## config.mk

```make
export PLATFORM = sky130hd
export DESIGN_NAME = fifo_read_ctrl_flat
export DESIGN_NICKNAME = d
export VERILOG_FILES = /design/src/rtl/fifo_read_ctrl_if.sv /design/src/rtl/fifo_read_ctrl.sv /design/src/flat_wrapper.sv
export SDC_FILE = /design/constraint.sdc
export NUM_CORES = 1
export LEC_CHECK = 0
export ABC_AREA = 1
export BUFFER_PORTS_ARGS = -buffer_cell sky130_fd_sc_hd__buf_2
export CAP_MARGIN = 10
export CORE_ASPECT_RATIO = 0.9
export CORE_MARGIN = 2
export CORE_UTILIZATION = 26
export DETAILED_ROUTE_END_ITERATION = 10
export PLACE_DENSITY_LB_ADDON = 0.05
export SETUP_SLACK_MARGIN = 0.5
export SYNTH_ARGS = -nofsm -noshare
export SYNTH_HDL_FRONTEND = slang
export SYNTH_SLANG_ARGS = --single-unit
```

## constraint.sdc

```tcl
create_clock -name clkr -period 5.8 [get_ports clkr]
set_clock_uncertainty 0.05 [all_clocks]
set_input_delay 0.29 -clock clkr [delete_from_list [all_inputs] [get_ports clkr]]
set_output_delay 0.29 -clock clkr [all_outputs]
set_load 0.1 [all_outputs]
```

## src/rtl/fifo_read_ctrl_if.sv

```systemverilog
// Read-side bundle of the async FIFO: consumer request, write-pointer crossing,
// RAM read strobe/address and the read-domain status flags.
interface fifo_read_ctrl_if #(parameter int ADDR_WIDTH = 5);
    logic                readEnable_req;
    logic [ADDR_WIDTH:0] wptr_gray;
    logic [ADDR_WIDTH:0] rptr;
    logic                readEnable;
    logic [ADDR_WIDTH:0] rptr_gray;
    logic                rd_valid;
    logic                empty;
    logic                almost_empty;
    logic [ADDR_WIDTH:0] rd_level;

    // master is the read controller, slave is the consumer/RAM/write-domain side
    modport master (
        input  readEnable_req, wptr_gray,
        output rptr, readEnable, rptr_gray, rd_valid, empty, almost_empty, rd_level
    );
    modport slave (
        output readEnable_req, wptr_gray,
        input  rptr, readEnable, rptr_gray, rd_valid, empty, almost_empty, rd_level
    );
endinterface

```

## src/rtl/fifo_read_ctrl.sv

```systemverilog
// Read-domain controller of the async FIFO: wptr synchroniser, read pointer, flags, level.
// Optional sticky underflow output enabled by defining FIFO_RD_UNDERFLOW_EN.
module fifo_read_ctrl #(
    parameter int ADDR_WIDTH  = 5,
    parameter int SYNC_STAGES = 2,
    parameter int AE_THRESH   = 4
) (
    input  logic              clkr,
    input  logic              resetr,
    fifo_read_ctrl_if.master  bus
`ifdef FIFO_RD_UNDERFLOW_EN
    ,
    output logic              rd_underflow
`endif
);

    localparam logic [ADDR_WIDTH:0] AE_LIM = (ADDR_WIDTH + 1)'(AE_THRESH);

    logic [ADDR_WIDTH:0] sync_q [SYNC_STAGES];
    logic [ADDR_WIDTH:0] wq_gray;
    logic [ADDR_WIDTH:0] wq_bin;
    logic [ADDR_WIDTH:0] rptr_q;
    logic [ADDR_WIDTH:0] rptr_gray_q;
    logic [ADDR_WIDTH:0] next_bin;
    logic [ADDR_WIDTH:0] next_gray;
    logic [ADDR_WIDTH:0] next_level;
    logic [ADDR_WIDTH:0] level_q;
    logic                empty_q;
    logic                almost_empty_q;
    logic                rd_valid_q;
    logic                rd_accept;

    // Plain flop chain: no logic between stages so each bit resolves independently
    always_ff @(posedge clkr or posedge resetr) begin
        if (resetr) begin
            for (int i = 0; i < SYNC_STAGES; i++) sync_q[i] <= '0;
        end else begin
            sync_q[0] <= bus.wptr_gray;
            for (int i = 1; i < SYNC_STAGES; i++) sync_q[i] <= sync_q[i-1];
        end
    end

    assign wq_gray = sync_q[SYNC_STAGES-1];

    always_comb begin
        wq_bin = '0;
        for (int i = 0; i <= ADDR_WIDTH; i++) wq_bin[i] = ^(wq_gray >> i);
    end

    // Flags are computed from the post-increment pointer so the last read sets empty at once
    assign rd_accept  = bus.readEnable_req & ~empty_q;
    assign next_bin   = rptr_q + {{ADDR_WIDTH{1'b0}}, rd_accept};
    assign next_gray  = next_bin ^ (next_bin >> 1);
    assign next_level = wq_bin - next_bin;

    always_ff @(posedge clkr or posedge resetr) begin
        if (resetr) begin
            rptr_q         <= '0;
            rptr_gray_q    <= '0;
            empty_q        <= 1'b1;
            almost_empty_q <= 1'b1;
            level_q        <= '0;
            rd_valid_q     <= 1'b0;
        end else begin
            rptr_q         <= next_bin;
            rptr_gray_q    <= next_gray;
            empty_q        <= (next_gray == wq_gray);
            almost_empty_q <= (next_level <= AE_LIM);
            level_q        <= next_level;
            rd_valid_q     <= rd_accept;
        end
    end

`ifdef FIFO_RD_UNDERFLOW_EN
    always_ff @(posedge clkr or posedge resetr) begin
        if (resetr)
            rd_underflow <= 1'b0;
        else if (bus.readEnable_req && empty_q)
            rd_underflow <= 1'b1;
    end
`endif

    assign bus.rptr         = rptr_q;
    assign bus.readEnable   = rd_accept;
    assign bus.rptr_gray    = rptr_gray_q;
    assign bus.rd_valid     = rd_valid_q;
    assign bus.empty        = empty_q;
    assign bus.almost_empty = almost_empty_q;
    assign bus.rd_level     = level_q;

endmodule
```

## src/flat_wrapper.sv

```systemverilog
// flat-port wrapper written by rule: the top's interface ports become plain ports
module fifo_read_ctrl_flat 
#(
    parameter int ADDR_WIDTH  = 5,
    parameter int SYNC_STAGES = 2,
    parameter int AE_THRESH   = 4
)
  (clkr, resetr, bus_readEnable_req, bus_wptr_gray, bus_rptr, bus_readEnable, bus_rptr_gray, bus_rd_valid, bus_empty, bus_almost_empty, bus_rd_level);
  fifo_read_ctrl_if #(.ADDR_WIDTH(ADDR_WIDTH)) bus_i ();
  input  logic clkr;
  input  logic resetr;
  input wire logic [$bits(bus_i.readEnable_req)-1:0] bus_readEnable_req;
  input wire logic [$bits(bus_i.wptr_gray)-1:0] bus_wptr_gray;
  output wire logic [$bits(bus_i.rptr)-1:0] bus_rptr;
  output wire logic [$bits(bus_i.readEnable)-1:0] bus_readEnable;
  output wire logic [$bits(bus_i.rptr_gray)-1:0] bus_rptr_gray;
  output wire logic [$bits(bus_i.rd_valid)-1:0] bus_rd_valid;
  output wire logic [$bits(bus_i.empty)-1:0] bus_empty;
  output wire logic [$bits(bus_i.almost_empty)-1:0] bus_almost_empty;
  output wire logic [$bits(bus_i.rd_level)-1:0] bus_rd_level;
  assign bus_i.readEnable_req = bus_readEnable_req;
  assign bus_i.wptr_gray = bus_wptr_gray;
  assign bus_rptr = bus_i.rptr;
  assign bus_readEnable = bus_i.readEnable;
  assign bus_rptr_gray = bus_i.rptr_gray;
  assign bus_rd_valid = bus_i.rd_valid;
  assign bus_empty = bus_i.empty;
  assign bus_almost_empty = bus_i.almost_empty;
  assign bus_rd_level = bus_i.rd_level;
  fifo_read_ctrl #(.ADDR_WIDTH(ADDR_WIDTH), .SYNC_STAGES(SYNC_STAGES), .AE_THRESH(AE_THRESH)) u_core (.clkr(clkr), .resetr(resetr), .bus(bus_i));
endmodule
```

==> impl_results.md <==
- Synth Cell Area: 0.00155 mm²
- Avg WL per Cell: 10.2 µm
- Most frequent cells in the layout: nand2_1 (55), buf_2 (30), dfrtp_1 (30), inv_1 (24), nand2_2 (17)
- Post-synthesis compound-gate area fraction: 0.322%
- Skew-Pair Late Insertion Delay: 0.28 ns
- Crit path required time: 5.97 ns
- Startpoint Class: flop
- Most common cell after layout, fill and taps aside: nand2_1
- Via count: 1,089
- Std-Cell Rows: 26
- Worst-margin pin slew: 0.488 ns
- ANT nets after route: 0
- Die width: 85.5 µm
- Yosys warns: 0
- Area leader, netlist: dfrtp_1
- Final setup violation count: 0
- Top layer used by detailed routing: met4
- Initial core utilization: 27.1%
- Reg2Reg Depth: 12
- Worst r2r src: u_core.wq_gray[4]$_DFF_PP0_
- Number of global-route vias before repair: 1,089
- Synth Area in Simple Gates: 27.5%
- Register area share after synthesis: 51.7%
- Worst Path Max Fanout: 4
- CTS Root Cell: clkbuf_8
- WS Path Type: reg2reg
- Pin count of the biggest net entering global routing: 33
- Clock buffer depth: 2
- Post-layout net count: 226
- Mean Syn Cell Area: 8.92 µm²
- Fmax: 0.416 GHz
- Setup crit end kind: flop
- Hold/Removal Path Class: in2async
- Area of the multi-input gates: 618 µm²
- Antenna Cells: 0
- Initial antenna violation count: 0
- # fillers: 613
- Vias per inst: 3.86
- RSZ-0062 raised after global routing: false
- Total CTS buffers: 5
- Internal reg-to-reg setup slack: 3.39 ns
- Total gr overflow: 0
- Residual DRC: 0
- Placer's final routability congestion estimate: 0.776
- Synth Area in XOR/XNOR: 6.69%
- Full die area: 0.00661 mm²
- Clock slew at reported path FFs: 0.07 ns
- Post-route minimum period: 2.41 ns
- Core Util, Final: 33.2%
- Synth area leaders: dfrtp_1 (48%), nand2_1 (13%), nand2_2 (6.8%)
- Wire length on met1: 1400 µm
- GRT Overall Usage: 10.1%
- Adder-Cell Fraction of Synth Area: 5.32%
- Hold WS: 0.0264 ns
- Top-level port count: 31
- CTS resizes: 0
- Post-synthesis mux area share: 0%
- DIE HEIGHT: 77.3 µm
- Syn_nets: 189
- Htree depth: 2
- Run status: finished, final reports clean
- Post-CTS Hold Buffers: 0
- Reg2reg end: u_core.bus.almost_empty$_DFF_PP1_
- Crit share post-route: 41.5%
- Hpwl dp: 2210 µm
- Slew headroom: 67.7%
- Metal3 WL: 172 µm
- Area delta synth->final: 22.5%
- Slew Viols, Final: 0
- Setup Buffers After CTS: 0
- Crit path arrival time: 2.58 ns
- Core area: 0.00573 mm²
- Largest family of logic cells by synthesized area: simple AND/OR/NAND/NOR gates
- Post-synthesis instance total: 174
- # clock sinks: 32
- Port bufs: 30
- Max-cap violations: 0
- Pre-antenna DRT Iters: 4
- Setup TNS: 0 ns
- DRT iter0 DRCs: 16
- Drt total wl: 2890 µm
- First-pass GRT wire length: 5040 µm
- Top cell type's share of synthesized area: 48.3%
- CTS tree: built
- Seq cells post-synth: 32
- Final Hold Violating Endpoints: 0
- Count of different cell masters after synthesis: 21
- Register area: 803 µm²
- Met2 WL: 1250 µm
- Share of layout cells above drive strength 1: 35.4%
-- cell families (layout without fill, tap and decap cells) --
family / count (synthesis) / in the layout
AOI/OAI and AO/OA: 1 / 1
xor gates and xnor gates: 11 / 11
and+or+nand+nor: 90 / 90
adders and majority gates: 6 / 6
DFF: 32 / 32
buffers and inverters: 34 / 72
-- how the worst max path moves through the flow --
stage / startpoint / end / slack, ns / depth (start not counted)
2_1_floorplan: u_core.bus.empty$_DFF_PP1_ / u_core.bus.almost_empty$_DFF_PP1_ / 2.04 / 11
3_3_place_gp: u_core.wq_gray[5]$_DFF_PP0_ / u_core.bus.almost_empty$_DFF_PP1_ / 3.45 / 12
3_5_place_dp: u_core.wq_gray[5]$_DFF_PP0_ / u_core.bus.almost_empty$_DFF_PP1_ / 3.41 / 12
4_1_cts: u_core.wq_gray[4]$_DFF_PP0_ / u_core.bus.almost_empty$_DFF_PP1_ / 3.36 / 12
5_1_grt: u_core.wq_gray[5]$_DFF_PP0_ / u_core.bus.almost_empty$_DFF_PP1_ / 3.16 / 12
6_report: u_core.wq_gray[4]$_DFF_PP0_ / u_core.bus.almost_empty$_DFF_PP1_ / 3.39 / 12
-- Yosys cell counts --
library cell / instances
xor2_1: 7
or2_2: 1
nand2_4: 2
buf_4: 1
nor2_2: 2
fa_1: 1
dfstp_2: 2
or2_1: 1
nand4_1: 1
xor2_2: 1
nand2_2: 17
xnor2_1: 3
nand3_2: 2
nor2_1: 4
nand3_1: 5
dfrtp_1: 30
ha_1: 5
a21oi_1: 1
inv_2: 9
inv_1: 24
nand2_1: 55
-- layout make-up --
| type | count | area share (%) |
|---|---|---|
| Clock buffer | 5 | 3.62 |
| Inverter | 33 | 6.51 |
| Clock inverter | 3 | 2.24 |
| Tap cell | 70 | 4.61 |
| Timing Repair Buffer | 31 | 8.29 |
| Multi-Input combinational cell | 108 | 32.5 |
| Sequential cell | 32 | 42.2 |
-- per-stage QoR --
stage	instances	setup slack [ns]	area, µm²
2_1_floorplan	174	2.04	1550
3_3_place_gp	274	3.45	1790
3_5_place_dp	274	3.41	1790
4_1_cts	282	3.36	1900
5_1_grt	282	3.16	1900
6_report	282	3.39	1900
-- metal layers --
| layer | up-vias | global-route usage [%] |
|---|---|---|
| met5 | - | 0 |
| met2 | 22 | 14.5 |
| met4 | 0 | 5.71 |
| li1 | 579 | - |
| met1 | 483 | 13.2 |
| met3 | 5 | 3.44 |
-- flip-flops by register name (all words and copies together) (netlist names) --
signal                   count
u_core.bus.almost_empty      1
u_core.bus.empty             1
u_core.bus.rd_level          6
u_core.bus.rd_valid          1
u_core.bus.rptr              5
u_core.bus.rptr_gray         6
u_core.sync_q                6
u_core.wq_gray               6
-- worst max-delay path: stages (launching register included) --
cell     delay [ns]
dfrtp_1        0.42
inv_2          0.08
nand2_1        0.06
nand2_2        0.12
xor2_1         0.25
xor2_1         0.28
fa_1           0.50
or2_2          0.31
nand2_1        0.07
nand2_1        0.05
inv_1          0.05
nand2_1        0.05
nor2_2         0.08
Power is left out: the tool's default activity adds up to more than one toggle a clock period on the data nets, which glitch-free logic cannot reach.
